--- src/rtl/preproc_pkt_pkg.sv ---
// Shared types and constants for the sample packetizer.
// Packs two sign-extended samples per 32-bit AXI4-Stream word.
package preproc_pkt_pkg;

    localparam int PACK_WIDTH       = 16;
    localparam int WORD_WIDTH       = 32;
    localparam int PKT_LEN_WIDTH    = 16;
    localparam int DEF_SAMPLE_WIDTH = 14;
    localparam int DEF_FIFO_DEPTH   = 16;

    typedef enum logic [1:0] {
        IDLE,
        LOW,
        HIGH
    } pkt_state_t;

    typedef struct packed {
        logic                  last;
        logic [WORD_WIDTH-1:0] data;
    } pkt_word_t;

endpackage

--- src/rtl/pkt_sync_fifo.sv ---
// Synchronous FIFO with occupancy-counter full/empty flags.
// A push while full is still accepted when a pop happens in the same cycle.
module pkt_sync_fifo
    import preproc_pkt_pkg::*;
#(
    parameter int WIDTH = WORD_WIDTH + 1,
    parameter int DEPTH = DEF_FIFO_DEPTH
) (
    input  logic             clk,
    input  logic             rst,
    input  logic             push,
    input  logic [WIDTH-1:0] wdata,
    input  logic             rd_ready,
    output logic [WIDTH-1:0] rdata,
    output logic             rvalid,
    output logic             wr_en
);

    localparam int AW = $clog2(DEPTH);

    logic [WIDTH-1:0] mem [DEPTH];
    logic [AW-1:0]    wr_ptr;
    logic [AW-1:0]    rd_ptr;
    logic [AW:0]      count;
    logic             full;
    logic             empty;
    logic             rd_en;

    assign full   = (count == (AW+1)'(DEPTH));
    assign empty  = (count == '0);
    assign rd_en  = !empty && rd_ready;
    assign wr_en  = push && (!full || rd_en);
    assign rvalid = !empty;
    assign rdata  = mem[rd_ptr];

    // Memory is reset so the head word reads zero out of reset.
    always_ff @(posedge clk or posedge rst) begin
        if (rst) begin
            wr_ptr <= '0;
            rd_ptr <= '0;
            count  <= '0;
            for (int i = 0; i < DEPTH; i++) begin
                mem[i] <= '0;
            end
        end else begin
            if (wr_en) begin
                mem[wr_ptr] <= wdata;
                wr_ptr      <= wr_ptr + AW'(1);
            end
            if (rd_en) begin
                rd_ptr <= rd_ptr + AW'(1);
            end
            unique case ({wr_en, rd_en})
                2'b10:   count <= count + (AW+1)'(1);
                2'b01:   count <= count - (AW+1)'(1);
                default: count <= count;
            endcase
        end
    end

endmodule

--- src/rtl/preproc_sample_packetizer.sv ---
// Packs sample pairs into 32-bit words and frames fixed-length packets
// onto an AXI4-Stream master through a small buffering FIFO.
module preproc_sample_packetizer
    import preproc_pkt_pkg::*;
#(
    parameter int SAMPLE_WIDTH = DEF_SAMPLE_WIDTH,
    parameter int FIFO_DEPTH   = DEF_FIFO_DEPTH
) (
    input  logic                     clk,
    input  logic                     rst,
    input  logic [SAMPLE_WIDTH-1:0]  s_data_i,
    input  logic                     s_valid_i,
    input  logic                     enable_i,
    input  logic [PKT_LEN_WIDTH-1:0] pkt_len_i,
    input  logic                     clr_i,
    output logic [WORD_WIDTH-1:0]    m_axis_tdata,
    output logic                     m_axis_tvalid,
    input  logic                     m_axis_tready,
    output logic                     m_axis_tlast,
    output logic                     overflow_o,
    output logic [15:0]              drop_count_o,
    output logic [15:0]              pkt_count_o
);

    pkt_state_t               state;
    pkt_state_t               state_nxt;
    logic [PKT_LEN_WIDTH-1:0] wcnt;
    logic [PKT_LEN_WIDTH-1:0] len_q;
    logic [PACK_WIDTH-1:0]    low_q;
    logic [PACK_WIDTH-1:0]    smp_ext;
    logic                     cap_low;
    logic                     cap_high;
    logic                     latch_len;
    logic                     is_last;
    logic                     push_q;
    pkt_word_t                word_q;
    pkt_word_t                head;
    logic                     fifo_wr;
    logic                     drop;

    assign smp_ext = PACK_WIDTH'($signed(s_data_i));
    assign is_last = (wcnt == len_q - PKT_LEN_WIDTH'(1));

    // Disable is only honoured on a packet boundary.
    always_comb begin
        state_nxt = state;
        cap_low   = 1'b0;
        cap_high  = 1'b0;
        latch_len = 1'b0;
        unique case (state)
            IDLE: begin
                if (enable_i) begin
                    latch_len = 1'b1;
                    state_nxt = LOW;
                end
            end
            LOW: begin
                if (wcnt == '0 && !enable_i) begin
                    state_nxt = IDLE;
                end else if (s_valid_i) begin
                    cap_low   = 1'b1;
                    state_nxt = HIGH;
                end
            end
            HIGH: begin
                if (s_valid_i) begin
                    cap_high  = 1'b1;
                    state_nxt = LOW;
                end
            end
            default: state_nxt = IDLE;
        endcase
    end

    always_ff @(posedge clk or posedge rst) begin
        if (rst) begin
            state  <= IDLE;
            wcnt   <= '0;
            len_q  <= '0;
            low_q  <= '0;
            push_q <= 1'b0;
            word_q <= '0;
        end else begin
            state  <= state_nxt;
            push_q <= cap_high;
            if (latch_len) begin
                len_q <= (pkt_len_i == '0) ? PKT_LEN_WIDTH'(1) : pkt_len_i;
            end
            if (cap_low) begin
                low_q <= smp_ext;
            end
            if (cap_high) begin
                word_q.last <= is_last;
                word_q.data <= {smp_ext, low_q};
                wcnt        <= is_last ? '0 : wcnt + PKT_LEN_WIDTH'(1);
            end
        end
    end

    pkt_sync_fifo #(
        .WIDTH (WORD_WIDTH + 1),
        .DEPTH (FIFO_DEPTH)
    ) u_fifo (
        .clk      (clk),
        .rst      (rst),
        .push     (push_q),
        .wdata    (word_q),
        .rd_ready (m_axis_tready),
        .rdata    (head),
        .rvalid   (m_axis_tvalid),
        .wr_en    (fifo_wr)
    );

    assign m_axis_tdata = head.data;
    assign m_axis_tlast = head.last;
    assign drop         = push_q && !fifo_wr;

    // A clear in the same cycle as a drop takes priority.
    always_ff @(posedge clk or posedge rst) begin
        if (rst) begin
            overflow_o   <= 1'b0;
            drop_count_o <= '0;
            pkt_count_o  <= '0;
        end else begin
            if (clr_i) begin
                overflow_o   <= 1'b0;
                drop_count_o <= '0;
            end else if (drop) begin
                overflow_o <= 1'b1;
                if (drop_count_o != 16'hFFFF) begin
                    drop_count_o <= drop_count_o + 16'd1;
                end
            end
            if (push_q && fifo_wr && word_q.last) begin
                pkt_count_o <= pkt_count_o + 16'd1;
            end
        end
    end

endmodule

--- config.mk ---
export PLATFORM = sky130hd
export DESIGN_NAME = preproc_sample_packetizer
export DESIGN_NICKNAME = d
export VERILOG_FILES = /design/src/rtl/preproc_pkt_pkg.sv /design/src/rtl/pkt_sync_fifo.sv /design/src/rtl/preproc_sample_packetizer.sv
export SDC_FILE = /design/constraint.sdc
export NUM_CORES = 1
export LEC_CHECK = 0
export CAP_MARGIN = 40
export CORE_MARGIN = 1
export CORE_UTILIZATION = 55
export CTS_BUF_LIST = sky130_fd_sc_hd__clkbuf_16
export DETAILED_ROUTE_END_ITERATION = 12
export GPL_TIMING_DRIVEN = 0
export MAX_ROUTING_LAYER = met4
export PLACE_DENSITY = 0.73
export REMOVE_ABC_BUFFERS = 1
export SLEW_MARGIN = 10
export SYNTH_ARGS = -nofsm -noshare
export SYNTH_HDL_FRONTEND = slang
export SYNTH_HIERARCHICAL = 1
export SYNTH_SLANG_ARGS = --single-unit
--- constraint.sdc ---
create_clock -name clk -period 44.6 [get_ports clk]
set_input_delay 4.46 -clock clk [delete_from_list [all_inputs] [get_ports clk]]
set_output_delay 4.46 -clock clk [all_outputs]
set_load 0.1 [all_outputs]
==> results of run 1 <==
==> tightest hold or removal path, cell delays in order, from the launching register on <==
cell	delay [ps]
dfrtp_1	340
nand2_1	50
nand2_1	50
==> cells by family after synthesis <==
group	count (synthesis)	share of synthesized area (%)
compound gates	121	3.14
flops	652	54.1
simple gates	324	5.25
xor+xnor	66	1.92
buf+inv	180	2.79
mux	689	32.1
fa+ha+maj	15	0.648
==> power breakdown <==
part	leakage [nW]	switching (mW)	internal (mW)
logic	6.70	0.353	0.345
clock network	1.09	0.236	0.299
registers	8.87	0.145	0.728
==> Yosys cell counts, types with 11 or more instances <==
cell type	n	area [sq um]
a22oi_1	66	495
buf_1	20	75.1
buf_2	45	225
buf_6	13	146
clkbuf_1	77	289
dfrtp_1	652	16300
ha_1	14	175
inv_1	23	86.3
mux2_2	440	4950
mux2_4	116	1740
mux4_2	132	2970
nand2_1	153	574
nand3_1	15	75.1
nand4_1	14	87.6
nor2_1	47	176
nor2_2	19	119
nor3_1	11	55.1
o21ai_0	18	90.1
xnor2_1	37	324
xor2_1	29	254
==> metal layers <==
metal,GRT usage (%),vias up
met5,-,-
met4,8.60,0
met3,4.51,139
met2,42.7,440
met1,37.1,9510
li1,-,7736
==> area by class of cell <==
| cell class | count | area (sq um) |
|---|---|---|
| repair buffers | 225 | 3450 |
| flip-flops and latches | 652 | 16300 |
| inverters | 24 | 104 |
| clock inverters | 54 | 342 |
| fillers | 3589 | 18100 |
| multi-input cells | 1215 | 13100 |
| clock buffers | 70 | 1750 |
| well taps | 696 | 871 |
==> stage by stage <==
step,hold slack (ps),total power [mW],worst slack [ps]
2_1_floorplan,433,1.32,25020
6_report,457,2.11,36440
3_3_place_gp,442,1.49,19900
4_1_cts,464,2.12,36310
3_5_place_dp,452,1.58,36980
5_1_grt,477,2.21,36210
==> worst paths after layout <==
path	end	cells after the start	from
max in group asynchronous	u_fifo/mem[438]	5	rst
worst max register to register	wcnt[13]	9	len_q[0]
worst min-delay path	word_q[7]	2	low_q[7]
min in group asynchronous	pkt_count_o[7]	2	rst
worst max-delay path	m_axis_tdata[0]	8	u_fifo/rd_ptr[0]
worst min register to register	word_q[7]	2	low_q[7]
==> state kept, by name (all words and copies together) (netlist names) <==
signal	count
drop_count_o	16
len_q	16
low_q	14
overflow_o	1
pkt_count_o	16
push_q	1
state	2
u_fifo/count	5
u_fifo/mem	528
u_fifo/rd_ptr	4
u_fifo/wr_ptr	4
wcnt	16
word_q	29
==> flow_summary.toml, run 1 <==
[status]
status = "complete, no violations"

[timing]
fin_crit_ps = 8160
setup_viol = 0
period_share_pct = 18.3
worstMarginPinSlew_ps = 899
fin_worst_skew_ps = 16.2
setup_tns_ps = 0
fmax_ghz = 0.123
finalHoldViolCount = 0
rsz0062_at_grt = "false"
maxSlewViolCount = 0
relSlewSlack_pct = 39.9

[floorplanning]
die_h_um = 236
initial_core_util_pct = 55.8
die_area_sq_mm = 0.0557
die_width_um = 236
rows = 85
io_pins = 103
coreArea_sq_mm = 0.0540

[placement]
placed_cells = 2812
place_area_sq_mm = 0.0338
place.gp.congestion = 0.807
dp_hpwl_um = 45200
io_buffers = 102

[power_and_ir_drop]
p_leak_nw = 16.7
pwr_density_cell_mw_per_mm2 = 58.6
ir_worst_vdd_mv = 0.0410

[setup_path]
worstSetupEndpointType = "output pin"
critPathKind = "register to output pin"
r2r_setup_slack_ps = 41160
worst-path-buf-inv = 5
arrival_ps = 3700
cpMaxStageDelayCell = "dfrtp_4"
crit_fanout = 30
cp_cell_sequence = "buf_16 -> buf_16 -> buf_16 -> mux4_2 -> a22oi_1 -> nand2_1 -> clkdlybuf4s50_1 -> buf_8"
cp_top_family = "buffers and inverters"
cp_common_cell = "buf_16"
start_kind = "register"
crit_path_max_incr_delay_ps = 670
required_ps = 40140

[clock_tree]
cts_resized = 0
clockRootBuffer = "clkbuf_16"
ctsHoldBuffers = 0
path_clk_slew_ps = 60
post_cts_buffers = 0
clock-sinks = 652
h-tree-depth = 3
numCtsBuffers = 70
tritoncts = "built"
clockBufferDepth = 3
clk_latency_ps = 610

[global_route]
antenna_found_initial = 0
grt_pass1_wl_um = 114000
overflow = 0
grt_pass1_vias = 19400
grt_max_degree = 125
track_usage_pct = 27.4

[routing]
post-route-drc-count = 0
routedWlPerCell_um = 24.1
via_per_inst = 6.07
wl_met3_um = 3290
dr.pass1.iters = 5
routed.top_layer = "met4"
dr.first_iter.drc_count = 1182
ant_nets = 0
m1WireLength_um = 30800
finalWirelength_um = 70800
wl_met2_um = 34800
vias = 17800

[synth]
post_synth_num_cell_types = 67
synthCells = 2047
yosysSeqAreaShare_pct = 54.1
synth_flop_cell = "dfrtp_1"
synth_area_sq_mm = 0.0301
synth_warnings = 6
avgSynthCellArea_sq_um = 14.7
synth.ff_latch_count = 652
synth_edf_count = 0
async_reset_ff_share_pct = 100

[finish]
drive_gt1_share_pct = 42.7
finalNonFillerCells = 2936
area_delta_synth_final_pct = 19.2
final_cell_mix = "dfrtp_1, mux2_2, nand2_1, mux4_2, mux2_4"
final_common_cell = "dfrtp_1"
final_area_sq_mm = 0.0359
fin_util_pct = 66.5
fin_nets = 2239
antenna_cells = 0

[run]
drv_cap = 0

[min_path]
worstHoldPathType = "register to register"
No activity file was read; power rests on OpenSTA's default activity.
==> run 2, diff against run 1 <==
clock period = 7.97 ns   (was 44.6 ns; I/O delays follow)
==> results of run 2 <==
The final DEF is identical to that of run 1. Status: complete, no violations.
Main changes from that run: setup slack after placement 36980 ps -> 4020 ps; setup slack after layout 36440 ps -> 3470 ps; register-to-register setup slack 41160 ps -> 4530 ps; total power 2.11 mW -> 11.8 mW; worst IR drop on VDD 0.0410 mV -> 0.229 mV
==> run 3, diff against run 2 <==
PLACE_DENSITY = 0.76   (was 0.73)
clock period = 3.6 ns   (was 7.97 ns; I/O delays follow)
==> run 3 against run 2 <==
Net effect:
- count of clock-buffer cells in the layout up 2
- largest power group unchanged
- final cell count up 0.75%
- sequential share of layout area down 0.65 points
- highest routed layer unchanged
- via count up 2.4%
==> flow_summary.toml, run 3 (synthesis results as in run 1) <==
[global_route]
track_usage_pct = 27.9
grt_pass1_wl_um = 115000
antenna_found_initial = 1
grt_pass1_vias = 19400
grt_max_degree = 126
overflow = 0

[power_and_ir_drop]
p_leak_nw = 16.9
pwr_density_cell_mw_per_mm2 = 751
ir_worst_vdd_mv = 0.514

[timing]
fin_worst_skew_ps = 24.8
fin_ws_ps = 96.7
finalHoldViolCount = 0
maxSlewViolCount = 0
worstMarginPinSlew_ps = 935
fmax_ghz = 0.285
relSlewSlack_pct = 37.5
period_share_pct = 97.3
setup_tns_ps = 0
fin_crit_ps = 3500
rsz0062_at_grt = "false"
setup_viol = 0

[routing]
wl_met3_um = 3980
dr.pass1.iters = 5
m1WireLength_um = 31000
wl_met2_um = 36100
dr.first_iter.drc_count = 1448
routed.top_layer = "met4"
post-route-drc-count = 0
finalWirelength_um = 73700
via_per_inst = 6.17
ant_nets = 0
routedWlPerCell_um = 24.9
vias = 18300

[placement]
place.gp.congestion = 0.844
io_buffers = 102
placed_cells = 2807
place_area_sq_mm = 0.0337
dp_slack_ps = -14.9
dp_hpwl_um = 44400

[setup_path]
start_kind = "register"
cpMaxStageDelayCell = "nor2_4"
crit_fanout = 17
cp_cell_sequence = "nor2_4 -> buf_16 -> a22oi_1 -> nand2_1 -> clkdlybuf4s50_1 -> buf_8"
arrival_ps = 3140
critPathKind = "register to output pin"
worstSetupEndpointType = "output pin"
crit_path_max_incr_delay_ps = 750
required_ps = 3240

[clock_tree]
clk_latency_ps = 610
clock-sinks = 652
clockBufferDepth = 3
clockRootBuffer = "clkbuf_16"
ctsHoldBuffers = 0
path_clk_slew_ps = 60
tritoncts = "built"
h-tree-depth = 3
numCtsBuffers = 70

[floorplanning]
coreArea_sq_mm = 0.0540
die_area_sq_mm = 0.0557
die_h_um = 236
io_pins = 103
die_width_um = 236
initial_core_util_pct = 55.8
rows = 85

[finish]
area_delta_synth_final_pct = 20.9
final_cell_mix = "dfrtp_1, mux2_2, nand2_1, mux4_2, mux2_4"
final_common_cell = "dfrtp_1"
finalNonFillerCells = 2958
reg_top3 = "u_fifo/mem (528), word_q (29)"
fin_nets = 2258
largest_register = "u_fifo/mem"
largest_register_ffs = 528
final_area_sq_mm = 0.0364
drive_gt1_share_pct = 43.6

[run]
drv_cap = 0

[min_path]
worstHoldPathType = "primary input to asynchronous set/reset pin"

[status]
status = "complete, no violations"
run 3: cell count changes in the layout (fill, tap and decap cells not counted), sizes merged:
cell and change:
buf +16, bufinv +7, bufbuf +5, inv -4, clkinv -3, clkbuf +2
clkdlybuf4s50 -2, diode +1
run 3: layer usage:
metal	vias to the layer above	global-route usage (%)
met4	0	9.74
met1	9760	37.2
met2	576	43.6
met3	172	4.84
met5	-	-
li1	7750	-
run 3: final timing paths:
| kind | slack, ps | to | startpoint | depth (start not counted) |
|---|---|---|---|---|
| worst max-delay path | 100 | m_axis_tdata[1] | u_fifo/rd_ptr[2] | 6 |
| worst min-delay path | 320 | u_fifo/mem[90] | rst | 2 |
| worst max register to register | 250 | drop_count_o[13] | u_fifo/count[1] | 9 |
| worst min register to register | 470 | word_q[9] | low_q[9] | 2 |
| max in group asynchronous | 1220 | u_fifo/mem[129] | rst | 5 |
| min in group clk | 330 | word_q[18] | s_data_i[2] | 3 |
run 3: critical path: cells and delay by family, from the launching register on:
kind	cells	cell delay, ps
DFF	1	510
AOI/OAI and AO/OA	1	110
and+or+nand+nor	2	910
buffers and inverters	3	990
run 3: cell type report:
type | instances | area, sq um
clock buffer | 72 | 1800
sequential | 652 | 16300
fill | 3512 | 17600
clock inverter | 54 | 483
inverter | 24 | 104
multi-input combinational | 1215 | 13100
timing repair buffer | 244 | 3760
antenna | 1 | 2.50
tap | 696 | 871
run 3: metrics by stage:
stage / power, mW / hold slack, ps / utilization [%]
floorplan: 16.2 / 423 / -
global placement: 17.4 / 443 / 57.9
detailed placement: 19.5 / 449 / 62.5
CTS: 27.2 / 313 / 67.1
global route: 28.5 / 331 / 67.4
finish: 27.3 / 325 / 67.4
run 3: power breakdown:
group	leakage (nW)	switching [mW]	internal, mW
sequential	8.87	1.72	9.02
clock	1.17	2.95	4.27
combinational	6.88	4.71	4.67
run 3: timing repair:
| action | 4_1_cts | 5_1_grt |
|---|---|---|
| gates resized for setup | 1 | 5 |
| gates cloned | 6 | 0 |
| buffers inserted | 4 | 16 |
| endpoints found under the setup margin | 28 | 32 |
| pin swaps | 0 | 1 |
